### src/rtl/mul_trans_n_if.sv
// Stream bundle for mul_trans_n: CHL joined input channels, one result stream,
// the combine-mode select and the delivered-result count.
interface mul_trans_n_if #(
  parameter int WD    = 9,
  parameter int CHL   = 2,
  parameter int CNT_W = 16
);
  logic [CHL-1:0]    s_valid;
  logic [CHL*WD-1:0] s_data;
  logic [CHL-1:0]    s_ready;
  logic              mode;
  logic              m_valid;
  logic [WD-1:0]     m_data;
  logic              m_ready;
  logic [CNT_W-1:0]  txn_cnt;

  modport master (
    output s_valid, s_data, mode, m_ready,
    input  s_ready, m_valid, m_data, txn_cnt
  );

  modport slave (
    input  s_valid, s_data, mode, m_ready,
    output s_ready, m_valid, m_data, txn_cnt
  );
endinterface

### src/rtl/mul_trans_n.sv
// N-channel join: per-channel 2-entry FIFOs, product/sum of the heads' payloads
// with a non-zero flag as MSB, a DEPTH-stage back-pressurable pipeline and a delivery count.
module mul_trans_n #(
  parameter int WD    = 9,
  parameter int CHL   = 2,
  parameter int DEPTH = 1,
  parameter int CNT_W = 16
) (
  input  logic          clk,
  input  logic          rst,
  mul_trans_n_if.slave  bus
);

  logic [CHL-1:0]           fifo_nempty;
  logic [CHL-1:0]           ready_vec;
  logic [CHL-1:0]           msb_unused;
  logic [CHL-1:0][WD-2:0]   head_pay;
  logic                     join_fire;

  logic [DEPTH-1:0]         stg_valid_reg;
  logic [DEPTH-1:0][WD-1:0] stg_data_reg;
  logic [DEPTH:0]           acc;
  logic [CNT_W-1:0]         txn_cnt_reg;

  logic [WD-2:0]            prod;
  logic [WD-2:0]            sum;
  logic [WD-2:0]            res;
  logic [WD-1:0]            res_word;

  genvar gi;
  generate
    for (gi = 0; gi < CHL; gi++) begin : g_ch
      logic [WD-2:0] mem_reg [2];
      logic          wr_ptr_reg;
      logic          rd_ptr_reg;
      logic [1:0]    count_reg;
      logic [1:0]    count_next;
      logic          ready_reg;
      logic          push;

      assign push = bus.s_valid[gi] & ready_reg;

      always_comb begin
        count_next = count_reg;
        case ({push, join_fire})
          2'b10:   count_next = count_reg + 2'd1;
          2'b01:   count_next = count_reg - 2'd1;
          default: count_next = count_reg;
        endcase
      end

      always_ff @(posedge clk) begin
        if (rst) begin
          wr_ptr_reg <= 1'b0;
          rd_ptr_reg <= 1'b0;
          count_reg  <= 2'd0;
          ready_reg  <= 1'b1;
        end else begin
          if (push)
            wr_ptr_reg <= ~wr_ptr_reg;
          if (join_fire)
            rd_ptr_reg <= ~rd_ptr_reg;
          count_reg <= count_next;
          // Ready is registered from the post-update occupancy, so a full FIFO never sees a push.
          ready_reg <= (count_next != 2'd2);
        end
      end

      always_ff @(posedge clk) begin
        if (push && !rst)
          mem_reg[wr_ptr_reg] <= bus.s_data[gi*WD +: WD-1];
      end

      // Each channel's MSB carries no payload and is dropped on entry.
      assign msb_unused[gi]  = bus.s_data[gi*WD + WD-1];
      assign fifo_nempty[gi] = (count_reg != 2'd0);
      assign head_pay[gi]    = mem_reg[rd_ptr_reg];
      assign ready_vec[gi]   = ready_reg;
    end
  endgenerate

  assign bus.s_ready = ready_vec;

  always_comb begin
    prod = (WD-1)'(1);
    sum  = '0;
    for (int i = 0; i < CHL; i++) begin
      prod = prod * head_pay[i];
      sum  = sum + head_pay[i];
    end
    res      = bus.mode ? sum : prod;
    res_word = {|res, res};
  end

  // A stage accepts when empty or when the stage after it is accepting.
  always_comb begin
    acc        = '0;
    acc[DEPTH] = bus.m_ready;
    for (int k = DEPTH-1; k >= 0; k--)
      acc[k] = ~stg_valid_reg[k] | acc[k+1];
  end

  assign join_fire = (&fifo_nempty) & acc[0];

  generate
    for (gi = 0; gi < DEPTH; gi++) begin : g_stg
      logic          in_valid;
      logic [WD-1:0] in_data;

      if (gi == 0) begin : g_first
        assign in_valid = join_fire;
        assign in_data  = res_word;
      end else begin : g_next
        assign in_valid = stg_valid_reg[gi-1];
        assign in_data  = stg_data_reg[gi-1];
      end

      always_ff @(posedge clk) begin
        if (rst) begin
          stg_valid_reg[gi] <= 1'b0;
          stg_data_reg[gi]  <= '0;
        end else if (acc[gi]) begin
          stg_valid_reg[gi] <= in_valid;
          if (in_valid)
            stg_data_reg[gi] <= in_data;
        end
      end
    end
  endgenerate

  always_ff @(posedge clk) begin
    if (rst)
      txn_cnt_reg <= '0;
    else if (stg_valid_reg[DEPTH-1] && bus.m_ready)
      txn_cnt_reg <= txn_cnt_reg + CNT_W'(1);
  end

  assign bus.m_valid = stg_valid_reg[DEPTH-1];
  assign bus.m_data  = stg_data_reg[DEPTH-1];
  assign bus.txn_cnt = txn_cnt_reg;

endmodule

### src/flat_wrapper.sv
// flat-port wrapper written by rule: the top's interface ports become plain ports
module mul_trans_n_flat 
#(
  parameter int WD    = 9,
  parameter int CHL   = 2,
  parameter int DEPTH = 1,
  parameter int CNT_W = 16
)
  (clk, rst, bus_s_valid, bus_s_data, bus_mode, bus_m_ready, bus_s_ready, bus_m_valid, bus_m_data, bus_txn_cnt);
  mul_trans_n_if #(.WD(WD), .CHL(CHL), .CNT_W(CNT_W)) bus_i ();
  input  logic clk;
  input  logic rst;
  input wire logic [$bits(bus_i.s_valid)-1:0] bus_s_valid;
  input wire logic [$bits(bus_i.s_data)-1:0] bus_s_data;
  input wire logic [$bits(bus_i.mode)-1:0] bus_mode;
  input wire logic [$bits(bus_i.m_ready)-1:0] bus_m_ready;
  output wire logic [$bits(bus_i.s_ready)-1:0] bus_s_ready;
  output wire logic [$bits(bus_i.m_valid)-1:0] bus_m_valid;
  output wire logic [$bits(bus_i.m_data)-1:0] bus_m_data;
  output wire logic [$bits(bus_i.txn_cnt)-1:0] bus_txn_cnt;
  assign bus_i.s_valid = bus_s_valid;
  assign bus_i.s_data = bus_s_data;
  assign bus_i.mode = bus_mode;
  assign bus_i.m_ready = bus_m_ready;
  assign bus_s_ready = bus_i.s_ready;
  assign bus_m_valid = bus_i.m_valid;
  assign bus_m_data = bus_i.m_data;
  assign bus_txn_cnt = bus_i.txn_cnt;
  mul_trans_n #(.WD(WD), .CHL(CHL), .DEPTH(DEPTH), .CNT_W(CNT_W)) u_core (.clk(clk), .rst(rst), .bus(bus_i));
endmodule
### config.mk
export PLATFORM = sky130hd
export DESIGN_NAME = mul_trans_n_flat
export DESIGN_NICKNAME = d
export VERILOG_FILES = /design/src/rtl/mul_trans_n_if.sv /design/src/rtl/mul_trans_n.sv /design/src/flat_wrapper.sv
export SDC_FILE = /design/constraint.sdc
export NUM_CORES = 1
export LEC_CHECK = 0
export CAP_MARGIN = 15
export CELL_PAD_IN_SITES_DETAIL_PLACEMENT = 0
export CELL_PAD_IN_SITES_GLOBAL_PLACEMENT = 1
export CORE_AREA = 5 5 134 98
export CTS_BUF_LIST = sky130_fd_sc_hd__clkbuf_8
export DETAILED_ROUTE_END_ITERATION = 7
export DIE_AREA = 0 0 139 103
export PLACE_DENSITY_LB_ADDON = 0.1
export SLEW_MARGIN = 25
export SYNTH_ARGS = -nofsm -noshare
export SYNTH_HDL_FRONTEND = slang
export SYNTH_SLANG_ARGS = --single-unit
### constraint.sdc
create_clock -name clk -period 4.2 [get_ports clk]
set_input_delay 0.84 -clock clk [delete_from_list [all_inputs] [get_ports clk]]
set_output_delay 0.84 -clock clk [all_outputs]
set_load 0.01 [all_outputs]
# Word-level counts from Yosys, hierarchy flattened
# Memories as Yosys holds them, arrays and structs flattened. A register that Yosys moved wholly into a read port is not among the register bits.
# Index checks and enable logic that the tools add are counted.
# word_totals
out_inout_bits,28
mem_bits_rw,32
elab_cells,55
inputBits,24
memories,2
ff_bits,36
# memory_table
name,words,width,rd,rd_clocked_by_memory_dff,wr,line_no,text
u_core.g_ch[0].mem_reg,2,8,1,1,1,mul_trans_n.sv:33,logic [WD-2:0] mem_reg [2];
u_core.g_ch[1].mem_reg,2,8,1,1,1,mul_trans_n.sv:33,
# classes
n_reduce_logical,9
bitwise,9
n_mul,1
mux,11
n_eq_ne,6
n_addsub,6
# ops
op,n
16-bit by 1-bit adder with 16-bit output (second input constant),1
8-bit adder,1
8-bit by 8-bit multiplier with 8-bit output,1
1-bit two-way mux,8
8-bit two-way mux,1
2-bit one-hot mux with 2 select lines,2
8-bit OR reduction,1
1-bit NOT,5
2-bit by 1-bit adder with 2-bit output (second input constant),2
2-bit by 1-bit equality test with 1-bit output (second input constant),2
2-bit equality test (second input constant),2
2-bit inequality test (second input constant),2
2-bit AND reduction,2
2-bit nonzero test,2
2-bit by 1-bit subtractor with 2-bit output (second input constant),2
1-bit AND,3
1-bit logical AND,3
1-bit zero test,1
1-bit OR,1

# Logic depth before layout (Yosys ltp)
# logic_depth
word_depth,6
ltp_mapped,19
mapped_depth_nobuf,18

# Worst setup path after synthesis
# No wires, ideal clock.
# synth_path
path_kind,register -> register
from,register (tool-made name)
to,register u_core.stg_data_reg (netlist bit u_core.bus.m_data[8])
slack_ps,-297
synth_period_minus_slack_ps,4497
setup_ps,125
arrival_time_ps,4372
required_ps,4075
path_stages_with_launch,18
n_path_buf,1
path_cell_list,dfxtp_1 > buf_6 > mux2_2 > ha_1 > inv_1 > fa_1 > inv_1 > ha_1 > fa_1 > inv_1 > fa_1 > inv_1 > ha_1 > a21oi_1 > xor2_1 > xnor3_1 > o211ai_2 > o41a_1
# synth_lines
element,line_no,text
"to (signal, indexed assignment)",mul_trans_n.sv:125,stg_data_reg[gi] <= in_data;
to (decl),mul_trans_n.sv:21,logic [DEPTH-1:0][WD-1:0] stg_data_reg;

==> metrics.txt <==
# TYPE chip_impl_metric gauge
chip_impl_info{name="worstReg2RegEnd",value="u_core.bus.m_data[7]$_SDFFE_PP0P_"} 1
chip_impl_metric{name="reg2reg_setup_slack",unit="ns"} 0.003
chip_impl_info{name="synth.most_common_cell",value="sky130_fd_sc_hd__nor2_1"} 1
chip_impl_metric{name="maxCapViolCount",unit=""} 0
chip_impl_info{name="unrepaired_setup_endpoints_after_global_routing",value="true"} 1
chip_impl_metric{name="worst-endpoint-arrival",unit="ns"} 4.49
chip_impl_metric{name="wl_per_cell",unit="um"} 13.7
chip_impl_metric{name="num_io_pins",unit=""} 52
chip_impl_metric{name="setup_viol",unit=""} 0
chip_impl_metric{name="total_power",unit="mW"} 4.57
chip_impl_metric{name="drt_first_pass_iters",unit=""} 4
chip_impl_metric{name="whs",unit="ns"} 0.499
chip_impl_metric{name="number_of_synthesis_warnings",unit=""} 0
chip_impl_metric{name="die_h",unit="um"} 103
chip_impl_metric{name="gr-usage-all-layers",unit="%"} 13.5
chip_impl_metric{name="detailed_place.area",unit="mm2"} 0.00502
chip_impl_metric{name="finalClockSkew",unit="ns"} 0.0103
chip_impl_metric{name="cts_buffers",unit=""} 9
chip_impl_metric{name="die_w",unit="um"} 139
chip_impl_metric{name="wirelength",unit="um"} 9040
chip_impl_metric{name="detailedPlacementHpwl",unit="um"} 7070
chip_impl_metric{name="design_area",unit="mm2"} 0.00549
chip_impl_metric{name="netlist_instances",unit=""} 380
chip_impl_metric{name="syn-cell-area",unit="mm2"} 0.00400
chip_impl_metric{name="syn-num-nets",unit=""} 443
chip_impl_info{name="clock-root-buffer",value="sky130_fd_sc_hd__clkbuf_8"} 1
chip_impl_metric{name="pre_cts_ws",unit="ns"} -0.332
chip_impl_info{name="ys_top_cells_by_area",value="sky130_fd_sc_hd__edfxtp_1, sky130_fd_sc_hd__dfxtp_1, sky130_fd_sc_hd__ha_1, sky130_fd_sc_hd__fa_1, sky130_fd_sc_hd__nor2_1"} 1
chip_impl_metric{name="number_of_distinct_library_cell_variants_in_the_gate_level_netlist_after_synthesis",unit=""} 47
chip_impl_metric{name="post_synth_edffs",unit=""} 32
chip_impl_metric{name="power.density_cell_area",unit="mW/mm2"} 833
chip_impl_metric{name="route.vias.total",unit=""} 2899
chip_impl_metric{name="n_antenna_cell",unit=""} 0
chip_impl_metric{name="slew_viol_final",unit=""} 0
chip_impl_metric{name="period_share",unit="%"} 99.9
chip_impl_metric{name="start_util",unit="%"} 33.6
chip_impl_info{name="synth.cells.most_frequent",value="sky130_fd_sc_hd__nor2_1, sky130_fd_sc_hd__inv_1, sky130_fd_sc_hd__dfxtp_1, sky130_fd_sc_hd__edfxtp_1"} 1
chip_impl_metric{name="clk-insertion-delay-late",unit="ns"} 0.35
chip_impl_metric{name="synth_seq_area_share",unit="%"} 43.1
chip_impl_metric{name="finalNetCount",unit=""} 556
chip_impl_info{name="worst_setup_path_end_kind",value="flip-flop"} 1
chip_impl_metric{name="detail-route-antenna-nets",unit=""} 0
chip_impl_metric{name="placement_rows",unit=""} 34
chip_impl_metric{name="grt-ovfl-total",unit=""} 0
chip_impl_metric{name="peak_vdd_ir",unit="mV"} 0.685
chip_impl_metric{name="yosys_register_bits",unit=""} 70
chip_impl_metric{name="drt_initial_violations",unit=""} 140
chip_impl_metric{name="finalNonFillerCells",unit=""} 660
chip_impl_metric{name="cts_max_path_buffers",unit=""} 2
chip_impl_metric{name="dieArea",unit="mm2"} 0.0143
chip_impl_metric{name="cts_hold_repair.buffers",unit=""} 0
chip_impl_info{name="synth_flop_cell",value="sky130_fd_sc_hd__dfxtp_1"} 1
chip_impl_metric{name="syn2layout_area_growth",unit="%"} 37.3
chip_impl_metric{name="global_route_wire_length_before_repair",unit="um"} 15300
chip_impl_metric{name="clock_transition_at_path_regs",unit="ns"} 0.08
chip_impl_info{name="hold_crit_endpoint",value="u_core.bus.txn_cnt[1]$_SDFFE_PP0P_"} 1
chip_impl_metric{name="fill_cells",unit=""} 1178
chip_impl_info{name="critical-path-slowest-cell",value="sky130_fd_sc_hd__fa_1"} 1
chip_impl_metric{name="cts_sinks",unit=""} 70
chip_impl_metric{name="finish.utilization",unit="%"} 46.1
chip_impl_metric{name="avgSynthCellArea",unit="um2"} 10.5
chip_impl_metric{name="hold_depth",unit=""} 2
chip_impl_metric{name="core",unit="mm2"} 0.0119
chip_impl_info{name="run_status",value="complete, no violations"} 1
chip_impl_metric{name="first_global_vias",unit=""} 3038
chip_impl_metric{name="gpl.final_weighted_congestion",unit=""} 0.825
chip_impl_metric{name="buffer_ports.inserted",unit=""} 49
chip_impl_info{name="path_delay_family",value="adder cells"} 1
chip_impl_metric{name="path_buf_inv",unit=""} 6
chip_impl_metric{name="htree_levels",unit=""} 3
chip_impl_info{name="tritoncts_clock_tree",value="yes"} 1
chip_impl_info{name="hold_path.startpoint",value="u_core.bus.txn_cnt[1]$_SDFFE_PP0P_"} 1
chip_impl_metric{name="timing.final.hold_violations",unit=""} 0
chip_impl_metric{name="drt-vias-per-instance",unit=""} 4.39
chip_impl_metric{name="placed_cells_incl_taps",unit=""} 625
chip_impl_metric{name="period_needed",unit="ns"} 4.20
chip_impl_info{name="path_cells",value="mux2_4 > buf_6 > ha_4 > inv_4 > fa_1 > inv_2 > ha_4 > fa_1 > inv_1 > fa_1 > inv_2 > ha_4 > a21oi_4 > xor2_1 > xnor3_1 > o211ai_2 > buf_4 > o211a_1"} 1
chip_impl_metric{name="synth_top_area_share",unit="%"} 24.0
chip_impl_metric{name="grt_start_max_net_pins",unit=""} 17
chip_impl_metric{name="post_route_cells_drive_above_1_share",unit="%"} 26.3
chip_impl_metric{name="power.static_leakage",unit="nW"} 2.23
chip_impl_metric{name="critical-path-max-stage-delay",unit="ns"} 0.53
chip_impl_metric{name="largest_reg_flops",unit=""} 32
chip_impl_info{name="timing.hold.worst.class",value="reg2reg"} 1
chip_impl_metric{name="synthArstFlopShare",unit="%"} 0
chip_impl_metric{name="antenna_violations_before_repair",unit=""} 0
chip_impl_metric{name="tns",unit="ns"} 0
chip_impl_metric{name="critical_path_maximum_fanout",unit=""} 5
chip_impl_metric{name="rel_slew_slack",unit="%"} 59.4
chip_impl_info{name="timing.setup.critical_path_class",value="reg2reg"} 1
chip_impl_info{name="setup.worst_path.start_class",value="flip-flop"} 1
chip_impl_metric{name="tightest_slew",unit="ns"} 0.607
chip_impl_metric{name="worstPathRequired",unit="ns"} 4.50
chip_impl_metric{name="layout_setup_ws",unit="ns"} 0.00336
chip_impl_info{name="cell_type_with_the_highest_aggregate_area_in_the_netlist",value="sky130_fd_sc_hd__edfxtp_1"} 1
chip_impl_metric{name="post-route-drc-count",unit=""} 0
chip_impl_metric{name="fmax",unit="MHz"} 238
chip_impl_metric{name="rr_worst_depth",unit=""} 18
## repair_timing
action,CTS,global route
gates resized for setup,20,13
buffers inserted,18,2
pin swaps,19,12
setup endpoints to repair,3,3
## layer usage
layer | share of wire, % | wire length [um] | vias to the layer above | GRT usage [%]
met1 | 53 | 4780 | 1366 | 19.7
met2 | 42 | 3830 | 43 | 20.4
met4 | 0.91 | 82 | 0 | 3.61
li1 | - | - | 1484 | -
met3 | 3.9 | 349 | 6 | 2.97
met5 | 0 | 0 | - | 0
## kinds of logic after synthesis
group	count (synthesis)	share of synthesized area [%]
simple gates	112	12.6
buf+inv	55	6.10
compound gates	38	6.07
xor+xnor	44	10.4
mux	22	7.08
fa+ha+maj	39	14.7
flops	70	43.1
## power breakdown
group | total (mW) | switching (mW) | leakage (nW) | internal, mW
clock | 0.608 | 0.271 | 0.112 | 0.337
combinational | 3.04 | 1.46 | 1.51 | 1.58
sequential | 0.921 | 0.0868 | 0.604 | 0.834
total | 4.57 | 1.82 | 2.23 | 2.75
## how the worst max path moves through the flow
stage / start / end / cells after the start
floorplan: flip-flop / u_core.bus.m_data[8]$_SDFFE_PP0P_ / 17
global placement: flip-flop / u_core.bus.m_data[8]$_SDFFE_PP0P_ / 17
detailed placement: flip-flop / u_core.bus.m_data[8]$_SDFFE_PP0P_ / 18
CTS: flip-flop / u_core.bus.m_data[8]$_SDFFE_PP0P_ / 17
global route: flip-flop / u_core.bus.m_data[8]$_SDFFE_PP0P_ / 16
finish: flip-flop / u_core.bus.m_data[7]$_SDFFE_PP0P_ / 18
## placed cells by master (no fill, tap or decap), types with 8 or more instances in the layout
master / Yosys / layout
sky130_fd_sc_hd__nor2_1: 54 / 54
sky130_fd_sc_hd__xnor2_1: 20 / 20
sky130_fd_sc_hd__nand3_1: 8 / 8
sky130_fd_sc_hd__nand2_1: 26 / 23
sky130_fd_sc_hd__clkdlybuf4s50_1: 0 / 49
sky130_fd_sc_hd__o21ai_0: 11 / 11
sky130_fd_sc_hd__inv_2: 1 / 9
sky130_fd_sc_hd__edfxtp_1: 32 / 32
sky130_fd_sc_hd__ha_1: 26 / 18
sky130_fd_sc_hd__mux2i_1: 13 / 11
sky130_fd_sc_hd__clkbuf_8: 1 / 9
sky130_fd_sc_hd__inv_1: 42 / 34
sky130_fd_sc_hd__buf_4: 3 / 64
sky130_fd_sc_hd__dfxtp_1: 38 / 36
sky130_fd_sc_hd__xor2_1: 21 / 20
sky130_fd_sc_hd__fa_1: 13 / 8
## final cells by class
| type | count | area, um2 | share of cell area [%] |
|---|---|---|---|
| multi-input cells | 255 | 2190 | 39.8 |
| flip-flops and latches | 70 | 1730 | 31.5 |
| repair buffers | 114 | 982 | 17.9 |
| well taps | 162 | 203 | 3.70 |
| inverters | 43 | 164 | 2.99 |
| clock buffers | 9 | 124 | 2.26 |
| clock inverters | 7 | 97.6 | 1.78 |
## worst reg2reg max path, stage by stage (launching register included)
cell and delay, ns:
sky130_fd_sc_hd__dfxtp_4 0.40, sky130_fd_sc_hd__mux2_4 0.35, sky130_fd_sc_hd__buf_6 0.13, sky130_fd_sc_hd__ha_4 0.16, sky130_fd_sc_hd__inv_4 0.05, sky130_fd_sc_hd__fa_1 0.42
sky130_fd_sc_hd__inv_2 0.08, sky130_fd_sc_hd__ha_4 0.20, sky130_fd_sc_hd__fa_1 0.47, sky130_fd_sc_hd__inv_1 0.05, sky130_fd_sc_hd__fa_1 0.53, sky130_fd_sc_hd__inv_2 0.06
sky130_fd_sc_hd__ha_4 0.22, sky130_fd_sc_hd__a21oi_4 0.17, sky130_fd_sc_hd__xor2_1 0.19, sky130_fd_sc_hd__xnor3_1 0.26, sky130_fd_sc_hd__o211ai_2 0.17, sky130_fd_sc_hd__buf_4 0.13
sky130_fd_sc_hd__o211a_1 0.12
Power figures use the tool's default switching activity.
==> edit: new RTL, same settings <==
`CNT_W` is set to 16 in 3 places; all go to 24.
--- a/src/rtl/mul_trans_n_if.sv
+++ b/src/rtl/mul_trans_n_if.sv
@@ -3,7 +3,7 @@
 interface mul_trans_n_if #(
   parameter int WD    = 9,
   parameter int CHL   = 2,
-  parameter int CNT_W = 16
+  parameter int CNT_W = 24
 );
   logic [CHL-1:0]    s_valid;
   logic [CHL*WD-1:0] s_data;
--- a/src/rtl/mul_trans_n.sv
+++ b/src/rtl/mul_trans_n.sv
@@ -4,7 +4,7 @@
   parameter int WD    = 9,
   parameter int CHL   = 2,
   parameter int DEPTH = 1,
-  parameter int CNT_W = 16
+  parameter int CNT_W = 24
 ) (
   input  logic          clk,
   input  logic          rst,
--- a/src/flat_wrapper.sv
+++ b/src/flat_wrapper.sv
@@ -4,7 +4,7 @@
   parameter int WD    = 9,
   parameter int CHL   = 2,
   parameter int DEPTH = 1,
-  parameter int CNT_W = 16
+  parameter int CNT_W = 24
 )
   (clk, rst, bus_s_valid, bus_s_data, bus_mode, bus_m_ready, bus_s_ready, bus_m_valid, bus_m_data, bus_txn_cnt);
   mul_trans_n_if #(.WD(WD), .CHL(CHL), .CNT_W(CNT_W)) bus_i ();
Interface: changed (resized bus_txn_cnt); port bits go from 52 to 60. The function was not compared with the original's and may differ.
==> edit against the unedited design <==
- area after synthesis up 7.7%
- total power up 3.0%
- global-route usage up 0.45 points
- sequential cell count up 8
- final area up 6.6%
- clock power up 0.8%
- clock skew down 0.0027 ns
- sequential share of layout area up 0.80 points
- wire length up 5.8%
- worst setup slack better by 0.057 ns
- hold slack worse by 0.021 ns
- critical path type unchanged
- largest cell class unchanged
- highest routed layer unchanged
==> edit: results (changes against the unedited design) <==
stage;metric;value;unit;change
logic_synthesis;syn nets;480;;was 443
logic_synthesis;top post-synthesis cells by area;edfxtp_1 (22%), dfxtp_1 (21%), ha_1 (7.6%);;was edfxtp_1 (24%), dfxtp_1 (19%), ha_1 (8.1%)
pwr;Leakage;2.32;nW;was 2.23 nW
route;met3 WL;408;microns;was 349 microns
placement;# port buffers;57;;was 49
critical_path;Data arrival, critical path;4.35;ns;was 4.49 ns
global_route;gr usage total;13.9;%;was 13.5%
layout;# fillers;1132;;was 1,178
logic_synthesis;number of distinct library cells after synthesis;44;;was 47
clock_network;# resized after CTS;27;;was 20
pwr;Max VDD drop;425;uV;was 685 uV
global_route;met3 Usage GRT;3.62;%;was 2.97%
timing;Worst Tran Pin Value;0.591;ns;was 0.607 ns
global_route;met1 Use GR;21.0;%;was 19.7%
placement;pre-CTS setup slack;-0.267;ns;was -0.332 ns
run_status;status;completed;;unchanged
layout;# nets final;589;;was 556
timing;Post-Route Skew;0.00763;ns;was 0.0103 ns
route;met2 routed WL;3860;microns;was 3830 microns
route;DR WL/cell;13.8;microns;was 13.7 microns
logic_synthesis;Post-synth top cells;nor2_1 (63), dfxtp_1 (46), inv_1 (42), edfxtp_1 (32), ha_1 (26);;was nor2_1 (54), inv_1 (42), dfxtp_1 (38), edfxtp_1 (32)
global_route;largest net degree at the start of global routing;40;;was 17
layout;share of layout cells above drive strength 1;23.0;%;was 26.3%
route;DRT iter0 DRCs;88;;was 140
global_route;first-pass GRT wire length;15700;microns;was 15,300 microns
route;Routed met1 length;5160;microns;was 4780 microns
[edit: cell count changes in the layout (fill, tap and decap cells not counted), moves of 5 or more]
cell             unedited run  this run
buf_4                      64        51
nor2_1                     54        63
clkdlybuf4s50_1            49        57
dfxtp_1                    36        44
inv_1                      34        29
nand2_1                    23        18
[edit: through the flow]
stage	instances	util, %
floorplan	417	-
global placement	667	45.2
detailed placement	667	45.2
CTS	685	47.9
global route	693	49.1
finish	693	49.1
[edit: path summary, 6_finish.rpt]
path / from / endpoint / slack [ns] / cells past startpoint
worst max register to register: flop / u_core.bus.m_data[8]$_SDFFE_PP0P_ / 0.06 / 17
worst max-delay path: flop / u_core.bus.m_data[8]$_SDFFE_PP0P_ / 0.06 / 17
worst min-delay path: u_core.bus.m_data[4]$_SDFFE_PP0P_ / u_core.bus.m_data[4]$_SDFFE_PP0P_ / 0.48 / 2
worst min register to register: u_core.bus.m_data[4]$_SDFFE_PP0P_ / u_core.bus.m_data[4]$_SDFFE_PP0P_ / 0.48 / 2
[edit: where the power goes]
| part | total, mW | internal [mW] | switching [mW] |
|---|---|---|---|
| Sequential | 0.994 | 0.910 | 0.0842 |
| Combinational | 3.10 | 1.59 | 1.51 |
| Clock | 0.613 | 0.336 | 0.277 |
[edit: kinds of logic after synthesis]
group	Yosys count	share of synthesized area [%]
buf+inv	55	5.35
mux	23	6.57
flops	78	43.7
simple gates	134	14.7
xor+xnor	49	10.5
compound gates	39	5.64
fa+ha+maj	39	13.6
[edit: layout make-up]
type / instances / share of cell area, %
Multi-Input combinational cell: 284 / 40.7
Sequential cell: 78 / 32.3
Timing Repair Buffer: 111 / 17.0
Tap cell: 162 / 3.47
Inverter: 42 / 2.74
Clock buffer: 9 / 2.12
Clock inverter: 7 / 1.63
